<file path="src/rtl/date_pkg.sv">
// date_pkg: shared widths, month constants and days-in-month function for the date counter
package date_pkg;
  localparam int DAY_W = 5;
  localparam int MON_W = 4;
  localparam logic [MON_W-1:0] MON_JAN = 4'd1;
  localparam logic [MON_W-1:0] MON_FEB = 4'd2;
  localparam logic [MON_W-1:0] MON_DEC = 4'd12;
  function automatic logic [DAY_W-1:0] days_in_month(input logic [MON_W-1:0] m, input logic leap);
    return m == MON_FEB ? (leap ? 5'd29 : 5'd28) :
           (m == 4'd4 || m == 4'd6 || m == 4'd9 || m == 4'd11) ? 5'd30 : 5'd31;
  endfunction
endpackage

</file>
<file path="src/rtl/date_dim_lut.sv">
// date_dim_lut: combinational month/leap to days-in-month lookup
module date_dim_lut
  import date_pkg::*;
(
  input  logic [MON_W-1:0] month,
  input  logic             leap,
  output logic [DAY_W-1:0] dim
);
  assign dim = days_in_month(month, leap);
endmodule

</file>
<file path="src/rtl/date_day_month_counter.sv">
// date_day_month_counter: calendar day/month counter; DATE_MANUAL_CASCADE_EN makes manual day steps cascade into month/year
module date_day_month_counter
  import date_pkg::*;
(
  input  logic             clk,
  input  logic             rst,
  input  logic             day_tick,
  input  logic             day_inc_manual,
  input  logic             day_dec_manual,
  input  logic             mon_inc_manual,
  input  logic             mon_dec_manual,
  input  logic             leap,
  output logic [DAY_W-1:0] day,
  output logic [MON_W-1:0] month,
  output logic             year_carry,
  output logic             year_borrow
);
`ifdef DATE_MANUAL_CASCADE_EN
  localparam logic CASC = 1'b1;
`else
  localparam logic CASC = 1'b0;
`endif
  logic [DAY_W-1:0] day_q, day_d, dim_cur, dim_new;
  logic [MON_W-1:0] month_q, month_d;
  logic carry_q, carry_d, borrow_q, borrow_d;
  logic d_up, up, dn, m_up, m_dn, casc_up, wrap_up, wrap_dn, fwd, bwd;
  date_dim_lut u_dim_cur (.month(month_q), .leap(leap), .dim(dim_cur));
  date_dim_lut u_dim_new (.month(month_d), .leap(leap), .dim(dim_new));
  always_comb begin
    d_up     = day_tick | day_inc_manual;
    up       = d_up & ~day_dec_manual;
    dn       = day_dec_manual & ~d_up;
    m_up     = ~(up | dn) & mon_inc_manual & ~mon_dec_manual;
    m_dn     = ~(up | dn) & mon_dec_manual & ~mon_inc_manual;
    casc_up  = day_tick | (CASC & day_inc_manual);
    wrap_up  = day_q >= dim_cur;
    wrap_dn  = day_q <= DAY_W'(1);
    fwd      = (up & casc_up & wrap_up) | m_up;
    bwd      = (dn & CASC & wrap_dn) | m_dn;
    month_d  = fwd ? (month_q == MON_DEC ? MON_JAN : month_q + 1'b1) :
               bwd ? (month_q == MON_JAN ? MON_DEC : month_q - 1'b1) : month_q;
    // dim_new follows month_d, so it also serves the in-month wrap and the idle clamp
    day_d    = up ? (wrap_up ? DAY_W'(1) : day_q + 1'b1) :
               dn ? (wrap_dn ? dim_new : day_q - 1'b1) :
               (day_q > dim_new ? dim_new : day_q);
    carry_d  = up & casc_up & wrap_up & (month_q == MON_DEC);
    borrow_d = dn & CASC & wrap_dn & (month_q == MON_JAN);
  end
  always_ff @(posedge clk) begin
    if (rst) begin
      day_q    <= DAY_W'(1);
      month_q  <= MON_JAN;
      carry_q  <= 1'b0;
      borrow_q <= 1'b0;
    end else begin
      day_q    <= day_d;
      month_q  <= month_d;
      carry_q  <= carry_d;
      borrow_q <= borrow_d;
    end
  end
  assign day         = day_q;
  assign month       = month_q;
  assign year_carry  = carry_q;
  assign year_borrow = borrow_q;
endmodule

</file>
<file path="config.mk">
export PLATFORM = sky130hd
export DESIGN_NAME = date_day_month_counter
export DESIGN_NICKNAME = d
export VERILOG_FILES = /design/src/rtl/date_pkg.sv /design/src/rtl/date_dim_lut.sv /design/src/rtl/date_day_month_counter.sv
export SDC_FILE = /design/constraint.sdc
export NUM_CORES = 1
export LEC_CHECK = 0
export ABC_AREA = 1
export CAP_MARGIN = 20
export CORE_ASPECT_RATIO = 2
export CORE_UTILIZATION = 45
export DETAILED_ROUTE_END_ITERATION = 10
export GPL_TIMING_DRIVEN = 0
export PLACE_DENSITY = 0.72
export SLEW_MARGIN = 10
export SYNTH_ARGS = -nofsm -noshare
export SYNTH_HDL_FRONTEND = slang
export SYNTH_HIERARCHICAL = 1
export SYNTH_SLANG_ARGS = --single-unit
</file>
<file path="constraint.sdc">
create_clock -name clk -period 3.58 [get_ports clk]
set_input_delay 0.716 -clock clk [delete_from_list [all_inputs] [get_ports clk]]
set_output_delay 0.716 -clock clk [all_outputs]
set_load 0.005 [all_outputs]
</file>
==> results.env <==
STATUS='finished, final reports clean'
DRIVE_ABOVE_1_SHARE_PCT=19.1
ROUTED_WIRELENGTH_UM=3310
POST-ROUTE-DRC-COUNT=0
WORSTSKEWPAIRLATENCY_NS=0.25
SYNTH_TOP_CELL_BY_AREA='ha_1'
PLACE_CONGESTION=0.846
FLOORPLAN.DIE.HEIGHT_UM=81.2
CTS_MADE_BUFFERS=3
POST_LAYOUT_NONFILLER_INSTANCES=297
INITIAL_CORE_UTIL_PCT=47.4
FINAL-HOLD-VIOLATION-COUNT=0
CTS_HTREE_LEVELS=1
NETLIST.AREA_LEADER.SHARE_PCT=16.0
NUM_IO_PINS=19
SYNTH_TOP_FLOP_CELL='dfxtp_1'
CRITPATHSLOWESTCELL='clkdlybuf4s50_1'
DIE_WIDTH_UM=41.6
FMAXACHIEVABLE_GHz=0.296
DETAIL_ROUTE.WL_PER_CELL_UM=11.1
CRIT_CHAIN='clkdlybuf4s50_1, nor2_2, inv_2, ha_4, nand2_2, nor2_4, buf_4, o21ai_0, o21ai_2, inv_1, inv_1, nor2_2, nand2_1, inv_2, ha_1, nand2_1, nor2_2, nand2_1, nand3_2, nand2_4, nand2_8, inv_1, nor2_1, nor2_1'
MAIN_COMBINATIONAL_CELL_FAMILY_BY_AREA_AFTER_SYNTHESIS='simple AND/OR/NAND/NOR gates'
CRITICAL_PATH_PEAK_FANOUT=7
ROUTE.DETAILED.VIAS_PER_INST=4.98
FINALNETCOUNT=294
FINAL_ANTENNA_NET_COUNT=0
MIN_PERIOD_NS=3.37
SYNTH_COMPOUND_AREA_SHARE_PCT=6.38
IO_BUFFERS=17
SYNTHTOLAYOUTAREAGROWTH_PCT=29.6
CTS_SINKS=10
GRT.OVERFLOW.TOTAL=0
SYNTH_AREA_LEADERS='ha_1 (16%), nand2_1 (16%), dfxtp_1 (14%)'
ANTENNADIODECOUNT=0
RATIO_OF_TOTAL_POWER_TO_CELL_AREA_nW_PER_UM2=413
VIA_COUNT=1480
PRE_CTS_SLACK_NS=-0.403
DOMINANT_CELL_BY_COUNT_IN_THE_SYNTHESIZED_NETLIST='nand2_1'
TIMING.FINAL.MAX_SLEW_VIOLATIONS=0
DRT_ITER0_DRC=30
POWER_LEAKAGE_nW=1.07
WORSTSETUPENDPOINTTYPE='register'
SYNTH_CELLS=234
CLOCKBUFFERDEPTH=2
YS_FF_LATCH=10
SYNTH_AREA_PER_CELL_UM2=6.03
SETUP-VIOLATIONS-FINAL=0
GRT_PASS1_VIAS=1377
ROWS=28
DRV.MAX_CAP_VIOLATION_COUNT=0
REQUIRED_NS=3.71
GRT_START_MAX_NET_PINS=11
POST_SYNTH_FA_HA_MAJ_AREA_FRACTION_PCT=16.0
CLOCK-ROOT-BUFFER='clkbuf_8'
WORST_SETUP_HOLD_PATH_CLK_SLEW_NS=0.06
CRIT_PATH_MAX_INCR_DELAY_NS=0.42
HOLD_PATH_CLASS='register to register'
FIN_WORST_SKEW_NS=0.00634
NETLIST_TOP_CELLS_COUNT='nand2_1 (59), inv_1 (43), nand3_1 (27), nor2_1 (19), ha_1 (18)'
SYNTHESIS.YOSYS.WARNINGS=6
SYNTH_SEQ_AREA_SHARE_PCT=14.2
SYNTH-EDFF-COUNT=0
POST_SYNTH_XOR_AREA_FRACTION_PCT=3.10
GRT_FIRST_PASS_WIRELENGTH_UM=5390
CRITICAL_PATH.STARTPOINT_TYPE='input pin'
FINALCRITPERIODSHARE_PCT=94.2
DR.PASS1.ITERS=4
CRITICALPATHCATEGORY='input pin to register'
IR_WORST_VDD_mV=0.252
PLACE_INST=285
CORE_REGION_AREA_UM2=2980
POST-ROUTE-WORST-SETUP-SLACK_NS=0.207
CRITICAL_PATH_ARRIVAL_NS=3.51
GRT_ANTENNA_BEFORE_REPAIR=0
GR-USAGE-ALL-LAYERS_PCT=20.5
SYNTH-ASYNC-RESET-RATIO_PCT=0
CTS_HOLD_BUF=0
DIE_AREA_UM2=3380
NETLIST-CELL-TYPE-COUNT=25
PORTION_OF_NETLIST_AREA_OCCUPIED_BY_MUX_CELLS_PCT=0
POST_SYNTH_AND_OR_NAND_NOR_AREA_FRACTION_PCT=42.6
CTS_TREE='done'
DP_HPWL_UM=2650
POST_SYNTH_INSTANCE_AREA_UM2=1410
==> power breakdown <==
| group | internal, mW | switching, mW |
|---|---|---|
| combinational | 0.193 | 0.239 |
| clock | 0.0972 | 0.0514 |
| sequential | 0.130 | 0.0433 |
==> cell usage in the layout (no fill, tap or decap), types with 5 or more instances in the layout <==
master and instances:
nand2_1 56, inv_1 41, nand3_1 27, nor2_1 17
ha_1 17, buf_4 16, clkdlybuf4s50_1 14, dfxtp_1 10
nor2_2 7, conb_1 7, nand2_2 5, nand2_4 5
o21ai_0 5
==> logic make-up after synthesis <==
kind of cell,count (synthesis)
AND/OR/NAND/NOR,128
flip-flops,10
other,3
XOR/XNOR,5
buffers and inverters,53
adder cells (fa/ha/maj),18
AO/OA/AOI/OAI,17
==> what timing repair did <==
action | in CTS | in global routing
pin swaps | 0 | 11
setup endpoints to repair | 5 | 5
setup buffers | 0 | 8
resized for setup | 4 | 21
==> registers in the layout, summed over array words and instances, names as in the netlist <==
name and flops:
month 4, year_carry 1, day 5
==> stage by stage <==
stage	power [mW]	TNS, ns	util (%)	hold slack, ns	instance area (um^2)
6_report	0.755	0	61.4	0.644	1830
5_1_grt	0.822	-0.183	61.4	0.679	1830
4_1_cts	0.706	0	56.9	0.648	1700
3_5_place_dp	0.553	-1.94	54.9	0.638	1630
3_3_place_gp	0.548	-1.81	54.9	0.627	1630
2_1_floorplan	0.444	0	-	0.565	1430
==> critical path: cells and delay by family <==
kind                     cells  cell delay, ns
AO/OA/AOI/OAI                2            0.22
adder cells (fa/ha/maj)      2            0.54
buffers and inverters        7            0.84
AND/OR/NAND/NOR             13            1.18
==> final timing paths <==
check | endpoint | cells after the start | from | slack (ns)
worst max-delay path | day[2] | 24 | day_inc_manual | 0.21
worst min-delay path | day[0] | 2 | day[0] | 0.64
worst max register to register | day[2] | 26 | month[0] | 0.41
worst min register to register | day[0] | 2 | day[0] | 0.64
==> per-layer routing <==
metal  share of wire (%)  track usage, %  routed length [um]  up-vias
met4                 5.0            13.5                 166        0
met3                 2.1            2.89                  71       15
met5                   0               0                   0        -
met2                  58            40.9                1920       36
li1                    -               -                   -      778
met1                  35            18.1                1150      651
==> cell type report <==
| class | count | area [um^2] |
|---|---|---|
| Timing Repair Buffer | 25 | 238 |
| Buffer | 9 | 71.3 |
| Multi-Input combinational cell | 175 | 1060 |
| Inverter | 44 | 168 |
| Clock buffer | 4 | 55.1 |
| Fill cell | 263 | 1150 |
| Tap cell | 30 | 37.5 |
| Sequential cell | 10 | 200 |
Power figures use the tool's default switching activity.
